## src/rtl/cmp_minmax_pkg.sv

```systemverilog
// rtl/cmp_minmax_pkg.sv - shared defaults and controller state encoding for cmp_minmax_seq
// Contents:
//   WIDTH_DEF   default sample width
//   MAX_LEN_DEF default maximum burst length
//   state_e     controller states, 3-bit encoding
package cmp_minmax_pkg;

  localparam int WIDTH_DEF   = 4;
  localparam int MAX_LEN_DEF = 16;

  typedef enum logic [2:0] {
    IDLE    = 3'd0,
    LOAD    = 3'd1,
    GET     = 3'd2,
    CMP_MAX = 3'd3,
    CMP_MIN = 3'd4,
    DONE    = 3'd5
  } state_e;

endpackage

```

## src/rtl/comparator_4bit.sv

```systemverilog
// rtl/comparator_4bit.sv - combinational unsigned magnitude comparator
// Ports:
//   a_i      in  WIDTH  operand A
//   b_i      in  WIDTH  operand B
//   a_gt_b_o out 1      A > B (unsigned)
//   a_lt_b_o out 1      A < B (unsigned)
module comparator_4bit #(
  parameter int WIDTH = 4
) (
  input  logic [WIDTH-1:0] a_i,
  input  logic [WIDTH-1:0] b_i,
  output logic             a_gt_b_o,
  output logic             a_lt_b_o
);

  assign a_gt_b_o = (a_i > b_i);
  assign a_lt_b_o = (a_i < b_i);

endmodule

```

## src/rtl/cmp_minmax_seq.sv

```systemverilog
// rtl/cmp_minmax_seq.sv - sequential min/max finder over a burst of unsigned samples
// Ports:
//   clk       in  1      clock, rising edge
//   rst_n     in  1      asynchronous active-low reset
//   start     in  1      begin a burst (sampled only in IDLE)
//   len       in  LEN_W  burst length 1..MAX_LEN, captured with start
//   in_valid  in  1      sample valid
//   in_data   in  WIDTH  unsigned sample
//   in_ready  out 1      sample accepted this cycle when in_valid is high
//   busy      out 1      high outside IDLE
//   done      out 1      one-cycle pulse, results valid
//   max_val   out WIDTH  largest sample of the last burst
//   min_val   out WIDTH  smallest sample of the last burst
//   max_idx   out IDX_W  index of first occurrence of max
//   min_idx   out IDX_W  index of first occurrence of min
module cmp_minmax_seq
  import cmp_minmax_pkg::*;
#(
  parameter  int WIDTH   = WIDTH_DEF,
  parameter  int MAX_LEN = MAX_LEN_DEF,
  localparam int LEN_W   = $clog2(MAX_LEN) + 1,
  localparam int IDX_W   = $clog2(MAX_LEN)
) (
  input  logic             clk,
  input  logic             rst_n,
  input  logic             start,
  input  logic [LEN_W-1:0] len,
  input  logic             in_valid,
  input  logic [WIDTH-1:0] in_data,
  output logic             in_ready,
  output logic             busy,
  output logic             done,
  output logic [WIDTH-1:0] max_val,
  output logic [WIDTH-1:0] min_val,
  output logic [IDX_W-1:0] max_idx,
  output logic [IDX_W-1:0] min_idx
);

  state_e state_q, state_d;

  logic [LEN_W-1:0] cnt_q, cnt_d;
  logic [LEN_W-1:0] len_q, len_d;
  logic [WIDTH-1:0] s_q, s_d;
  logic [IDX_W-1:0] idx_q, idx_d;
  logic [WIDTH-1:0] max_q, max_d;
  logic [WIDTH-1:0] min_q, min_d;
  logic [IDX_W-1:0] max_idx_q, max_idx_d;
  logic [IDX_W-1:0] min_idx_q, min_idx_d;

  logic             len_ok;
  logic [LEN_W-1:0] cnt_inc;
  logic [WIDTH-1:0] cmp_b;
  logic             a_gt_b;
  logic             a_lt_b;

  assign len_ok  = (len >= LEN_W'(1)) && (len <= LEN_W'(MAX_LEN));
  assign cnt_inc = cnt_q + LEN_W'(1);

  // One comparator serves both compare states; only the B operand changes.
  assign cmp_b = (state_q == CMP_MIN) ? min_q : max_q;

  comparator_4bit #(
    .WIDTH (WIDTH)
  ) u_cmp (
    .a_i      (s_q),
    .b_i      (cmp_b),
    .a_gt_b_o (a_gt_b),
    .a_lt_b_o (a_lt_b)
  );

  always_comb begin
    state_d   = state_q;
    cnt_d     = cnt_q;
    len_d     = len_q;
    s_d       = s_q;
    idx_d     = idx_q;
    max_d     = max_q;
    min_d     = min_q;
    max_idx_d = max_idx_q;
    min_idx_d = min_idx_q;

    unique case (state_q)
      IDLE: begin
        if (start && len_ok) begin
          len_d   = len;
          cnt_d   = '0;
          state_d = LOAD;
        end
      end
      LOAD: begin
        // The first sample seeds both extremes; results of the previous
        // burst stay visible until this transfer.
        if (in_valid) begin
          max_d     = in_data;
          min_d     = in_data;
          max_idx_d = '0;
          min_idx_d = '0;
          cnt_d     = LEN_W'(1);
          state_d   = (len_q == LEN_W'(1)) ? DONE : GET;
        end
      end
      GET: begin
        if (in_valid) begin
          s_d     = in_data;
          idx_d   = cnt_q[IDX_W-1:0];
          state_d = CMP_MAX;
        end
      end
      CMP_MAX: begin
        // Strict compare keeps the earliest index on ties.
        if (a_gt_b) begin
          max_d     = s_q;
          max_idx_d = idx_q;
        end
        state_d = CMP_MIN;
      end
      CMP_MIN: begin
        if (a_lt_b) begin
          min_d     = s_q;
          min_idx_d = idx_q;
        end
        cnt_d   = cnt_inc;
        state_d = (cnt_inc == len_q) ? DONE : GET;
      end
      DONE: begin
        state_d = IDLE;
      end
      default: begin
        state_d = IDLE;
      end
    endcase
  end

  always_ff @(posedge clk or negedge rst_n) begin
    if (!rst_n) begin
      state_q   <= IDLE;
      cnt_q     <= '0;
      len_q     <= '0;
      s_q       <= '0;
      idx_q     <= '0;
      max_q     <= '0;
      min_q     <= '0;
      max_idx_q <= '0;
      min_idx_q <= '0;
    end else begin
      state_q   <= state_d;
      cnt_q     <= cnt_d;
      len_q     <= len_d;
      s_q       <= s_d;
      idx_q     <= idx_d;
      max_q     <= max_d;
      min_q     <= min_d;
      max_idx_q <= max_idx_d;
      min_idx_q <= min_idx_d;
    end
  end

  assign in_ready = (state_q == LOAD) || (state_q == GET);
  assign busy     = (state_q != IDLE);
  assign done     = (state_q == DONE);
  assign max_val  = max_q;
  assign min_val  = min_q;
  assign max_idx  = max_idx_q;
  assign min_idx  = min_idx_q;

endmodule

```

## config.mk

```make
export PLATFORM = sky130hd
export DESIGN_NAME = cmp_minmax_seq
export DESIGN_NICKNAME = d
export VERILOG_FILES = /design/src/rtl/cmp_minmax_pkg.sv /design/src/rtl/comparator_4bit.sv /design/src/rtl/cmp_minmax_seq.sv
export SDC_FILE = /design/constraint.sdc
export NUM_CORES = 1
export LEC_CHECK = 0
export ABC_AREA = 1
export BUFFER_PORTS_ARGS = -buffer_cell sky130_fd_sc_hd__buf_2
export CAP_MARGIN = 20
export CELL_PAD_IN_SITES_DETAIL_PLACEMENT = 1
export CELL_PAD_IN_SITES_GLOBAL_PLACEMENT = 1
export CORE_UTILIZATION = 37
export DETAILED_ROUTE_END_ITERATION = 8
export PLACE_DENSITY_LB_ADDON = 0.1
export REMOVE_ABC_BUFFERS = 1
export SLEW_MARGIN = 20
export SYNTH_ARGS = -nofsm -noshare
export SYNTH_HDL_FRONTEND = slang
export SYNTH_SLANG_ARGS = --single-unit
```

## constraint.sdc

```tcl
create_clock -name clk -period 2.31 [get_ports clk]
set_input_delay 0.3465 -clock clk [delete_from_list [all_inputs] [get_ports clk]]
set_output_delay 0.3465 -clock clk [all_outputs]
set_load 0.01 [all_outputs]
```

# Word level (Yosys, flattened, before mapping)
# Cells that the tools add are included.
op_classes:
  add_sub_neg: 1
  mul: 0
  div_mod_pow: 0
  n_lt_le_gt_ge: 4
  eq_ne: 12
  shifts: 0
  mux: 20
  bitwise_logic: 0
  n_reduce_logical: 14
ops:
  columns: ["op", "count"]
  rows:
  - ["4-bit case mux with 2 select lines", 4]
  - ["4-bit 2-to-1 mux", 7]
  - ["3-bit 2-to-1 mux", 5]
  - ["3-bit case mux with 5 select lines", 1]
  - ["5-bit case mux with 3 select lines", 1]
  - ["3-bit AND reduction", 4]
  - ["5-bit 2-to-1 mux", 2]
  - ["2-bit inequality test (second input constant)", 5]
  - ["3-bit by 2-bit == test with 1-bit output (second input constant)", 2]
  - ["3-bit == test (second input constant)", 2]
  - ["3-bit nonzero test", 2]
  - ["5-bit by 1-bit adder with 5-bit output (second input constant)", 1]
  - ["5-bit by 1-bit == test with 1-bit output (second input constant)", 1]
  - ["5-bit == test", 1]
  - ["5-bit by 1-bit greater-or-equal comparator with 1-bit output (second input constant)", 1]
  - ["5-bit <= comparator (second input constant)", 1]
  - ["4-bit > comparator", 1]
  - ["4-bit < comparator", 1]
  - ["2-bit AND reduction", 2]
  - ["2-bit nonzero test", 2]
  - ["3-bit by 1-bit == test with 1-bit output (second input constant)", 1]
  - ["3-bit logical NOT", 1]
  - ["1-bit logical AND", 2]
  - ["1-bit logical OR", 1]
totals:
  reg_bits: 37
  latchBits: 0
  ram_bits: 0
  romBits: 0
  in_bits: 13
  output_inout_bits: 19
  word_cells: 60
  n_memories: 0

# Logic depth before layout (Yosys ltp)
depth:
  word_depth: 5
  depth_mapped: 16
  mapped_depth_nobuf: 13

# By module
# Synthesis repeated with hierarchy kept, for this count alone.
unflattened:
  hier_cells: 264
  hier_area_um2: 2059.5
by_module_without_submodules:
  columns: ["mod", "instances", "cells_per_inst", "area_each_um2", "seq_area_each_um2"]
  rows:
  - ["cmp_minmax_seq", 1, 244, 1944.4, 925.9]
  - ["comparator_4bit", 1, 20, 115.1, 0.0]

# Least setup slack after synthesis
# Ideal clock, no wire load.
synth_path:
  path_kind: "register to register"
  start: "register state_q[1]"
  end: "register max_q[1], in the netlist max_val[1]"
  setup_time_ns: 0.123
  arrival_time_ns: 2.084
  required_ns: 2.187
  slack_ns: 0.103
  path_stages_with_launch: 16
  n_path_buf: 3
  period_less_slack_ns: 2.207
  cell_sequence: "dfrtp_1 -> buf_6 -> nor2_4 -> nand2_4 -> inv_2 -> buf_2 -> o21ai_0 -> ha_1 -> nand2_1 -> o21ai_0 -> o21ai_0 -> nand2_1 -> nand2_4 -> buf_12 -> nand2_2 -> o21ai_2"
synth_via:
  elab_chain_cells: 5
  word_cells_on_any_way: 10
  classes_between: "order compare: 1; eq/ne: 5; mux: 2; reduce/logical: 2"
synth_lines:
  columns: ["element", "line", "text"]
  rows:
  - ["from (decl)", "cmp_minmax_seq.sv:39", "state_e state_q, state_d;"]
  - ["from (signal assigned)", "cmp_minmax_seq.sv:146", "state_q <= state_d;"]
  - ["3-bit == test", "cmp_minmax_seq.sv:60", "assign cmp_b = (state_q == CMP_MIN) ? min_q : max_q;"]
  - ["4-bit 2-to-1 mux", "cmp_minmax_seq.sv:60", null]
  - ["4-bit > comparator", "comparator_4bit.sv:16", "assign a_gt_b_o = (a_i > b_i);"]
  - ["2-bit inequality test (no source line)", null, null]
  - ["3-bit AND reduction (no source line)", null, null]
  - ["to (signal assigned)", "cmp_minmax_seq.sv:151", "max_q <= max_d;"]
  - ["to (decl)", "cmp_minmax_seq.sv:45", "logic [WIDTH-1:0] max_q, max_d;"]
# Parallel ways exist; a longest one is shown, timed or not.
# A chain may end at the register's enable or synchronous reset.

# Final worst setup path
layout_path:
  start: "register state_q[1]"
  end: "register min_idx_q[3], in the netlist min_idx[3]"
layout_via:
  elab_chain_cells: 5
  word_cells_on_any_way: 9
  classes_between: "order compare: 1; eq/ne: 4; mux: 2; reduce/logical: 2"
layout_lines:
  columns: ["element", "line", "text"]
  rows:
  - ["3-bit == test", "cmp_minmax_seq.sv:60, cmp_minmax_seq.sv:82", null]
  - ["4-bit 2-to-1 mux", "cmp_minmax_seq.sv:60", null]
  - ["4-bit < comparator", "comparator_4bit.sv:17", "assign a_lt_b_o = (a_i < b_i);"]
  - ["2-bit inequality test (no source line)", null, null]
  - ["3-bit AND reduction (no source line)", null, null]
  - ["to (signal assigned)", "cmp_minmax_seq.sv:154", "min_idx_q <= min_idx_d;"]
  - ["to (decl)", "cmp_minmax_seq.sv:48", "logic [IDX_W-1:0] min_idx_q, min_idx_d;"]
# Parallel ways exist; a longest one is shown, timed or not.

==> run summary <==
initial core utilization: 0.385
final max-slew violation count: 0
Mapped Area: 2120 sq um
root buf cell: clkbuf_8
Layout Skew: 0.00572 ns
Ant. Diodes: 0
post-synth cell types: 26
Worst slew margin: 0.430
Final Wtd Congestion: 0.808
Synth Flop Type: dfrtp_1
vias in the first global route: 1916
count leader, synth: nand2_1
die width: 77.7 um
Final min period: 2.08 ns
total grt overflow: 0
commonest cells in the netlist: nand2_1, dfrtp_1, inv_1
Critical Path End Type: flop
TritonCTS clock tree: done
post-DR vias/cell: 4.86
largest net degree at the start of global routing: 38
critical path class: reg2reg
Layout fillers: 703
status: finished, final reports clean
area grow syn2layout: 15.5%
Yosys top cell area share: 0.437
layout cell share with drive strength beyond 1: 0.218
clock sink count: 37
Startpoint Class: flop
detailed router's first-iteration violation count: 90
clk slew on worst S/H paths: 0.07 ns
H-Tree Depth: 2
area of placed instances: 2330 sq um
Initial DRT Pass Iterations: 4
post-DP HPWL: 3910 um
Tot Pwr: 0.00309 W
nets@finish: 330
synth warn: 0
Async SR Flop Fraction: 1.00
die height: 77.7 um
final WL: 5240 um
vias: 1868
WP data required: 2.54 ns
Post-synth EDFFs: 0
initial antenna violation count: 0
global-route wire length before repair: 9070 um
Slew @ Worst Pin: 0.854 ns
Max VDD drop: 0.520 mV
leakage power: 1.29 nW
buffers added on ports: 31
# setup viols final: 0
RSZ-0062 raised after global routing: no
antenna viol nets, final: 0
# IOs: 32
Achievable Freq: 481 MHz
Max-Cap Viols: 0
total CTS buffers: 5
Post-Layout Inst Area: 2450 sq um
worst reg-to-reg path cell count: 14
final period utilization: 0.899
largest area contributor in the netlist: dfrtp_1
Seq/Total Area, Yosys: 0.437
Mapped Cells: 276
crit-path max FO: 12
core area: 5510 sq um
Synth Register Bits: 37
Avg Synthesized Cell Area: 7.67 sq um
TNS Setup: 0 ns
row cnt: 27
DRC Markers: 0
Area contributors post-synth: dfrtp_1, nand2_1, o21ai_0, inv_1, nand3_1
worst reg-to-reg setup slack: 0.23 ns
Avg WL per Cell: 13.6 um
die area: 6030 sq um
total track usage: 0.198
Critical Path AT: 2.31 ns
Power Dens Cells: 1260 nW/um^2
clk_lat worst skew: 0.29 ns
final hold vios: 0
Hold Crit Class: in2async
Longest Clk Path Bufs: 2
## where the power goes
| part | leakage [nW] | internal (W) | switching (W) |
|---|---|---|---|
| clock network | 0.0443 | 0.000237 | 0.000228 |
| registers | 0.475 | 0.000865 | 0.000185 |
| logic | 0.774 | 0.000590 | 0.000984 |
## through the flow
step	instances	utilization	worst slack, ns	hold WS [ns]
after floorplan	269	-	0.174	0.0509
after global placement	376	0.424	0.229	0.463
after detailed placement	376	0.424	0.189	0.469
after CTS	383	0.439	0.165	0.189
after global routing	384	0.444	0.00757	0.228
final	384	0.444	0.232	0.162
## final cells by class
cell class | count | area [sq um] | share of cell area
Tap cell | 72 | 90.1 | 0.0368
Sequential cell | 37 | 926 | 0.378
Multi-Input combinational cell | 198 | 1010 | 0.414
Clock buffer | 7 | 86.3 | 0.0353
Timing Repair Buffer | 36 | 205 | 0.0838
Inverter | 34 | 128 | 0.0521
## cells by family (layout without fill, tap and decap cells)
| kind of cell | count (synthesis) | in the layout | share of synthesized area |
|---|---|---|---|
| flops | 37 | 37 | 0.437 |
| buf+inv | 41 | 77 | 0.0892 |
| fa+ha+maj | 5 | 5 | 0.0295 |
| compound gates | 50 | 50 | 0.133 |
| mux | 1 | 1 | 0.00532 |
| simple gates | 142 | 142 | 0.305 |
## layout by cell type, fill, tap and decap left out
cell type,Yosys,final
o21ai_1,7,8
a21oi_1,8,8
buf_2,3,31
nor2_1,15,15
nand2_4,3,2
nor2_2,1,1
nor3_1,1,1
nand2_2,4,4
nand3b_1,1,1
inv_1,30,30
buf_12,1,1
clkbuf_1,1,1
ha_1,5,5
nand3_1,19,19
nand2_1,88,88
o21a_1,1,1
clkbuf_8,0,6
o21ai_0,26,25
nor2_4,3,3
mux2_2,1,1
buf_4,0,4
nand4_2,1,1
inv_2,4,4
nand3_2,1,1
nand4_1,5,5
nand2_8,0,1
o21ai_2,8,8
dfrtp_1,37,37
## path summary, 6_finish.rpt
path / start / endpoint
worst max-delay path: state_q[1] / min_idx[3]
worst min-delay path: rst_n / cnt_q[3]
worst max register to register: state_q[1] / min_idx[3]
worst min register to register: max_idx[1] / max_idx[1]
max in group asynchronous: rst_n / cnt_q[2]
min in group clk: len[4] / len_q[4]
## per-layer routing
metal,global-route usage,vias up,share of wire
li1,-,954,-
met1,0.239,873,0.45
met2,0.346,36,0.50
met3,0.0435,5,0.039
met4,0.0679,0,0.012
met5,0,-,0
## state kept, by name, summed over array words and instances (netlist names)
register,count
state_q,3
cnt_q,5
min_val,4
idx_q,4
s_q,4
max_val,4
len_q,5
max_idx,4
min_idx,4
## critical path: stages, from the launching register on
cell     delay (ns)
dfrtp_1        0.41
nor2_4         0.16
nand2_4        0.06
inv_2          0.10
nand2_1        0.05
o21ai_0        0.10
ha_1           0.30
a21oi_1        0.13
o21ai_1        0.09
nand2_1        0.08
nand2_2        0.09
nor2_4         0.14
buf_12         0.14
nand3_1        0.08
nand2_1        0.07
## timing repair
action                                  in CTS  in global routing
setup buffers                                0                  1
resized for setup                            0                  2
hold buffers                                 0                  0
endpoints found under the setup margin       0                 16
Note: power is estimated with default switching activity, not from simulation.
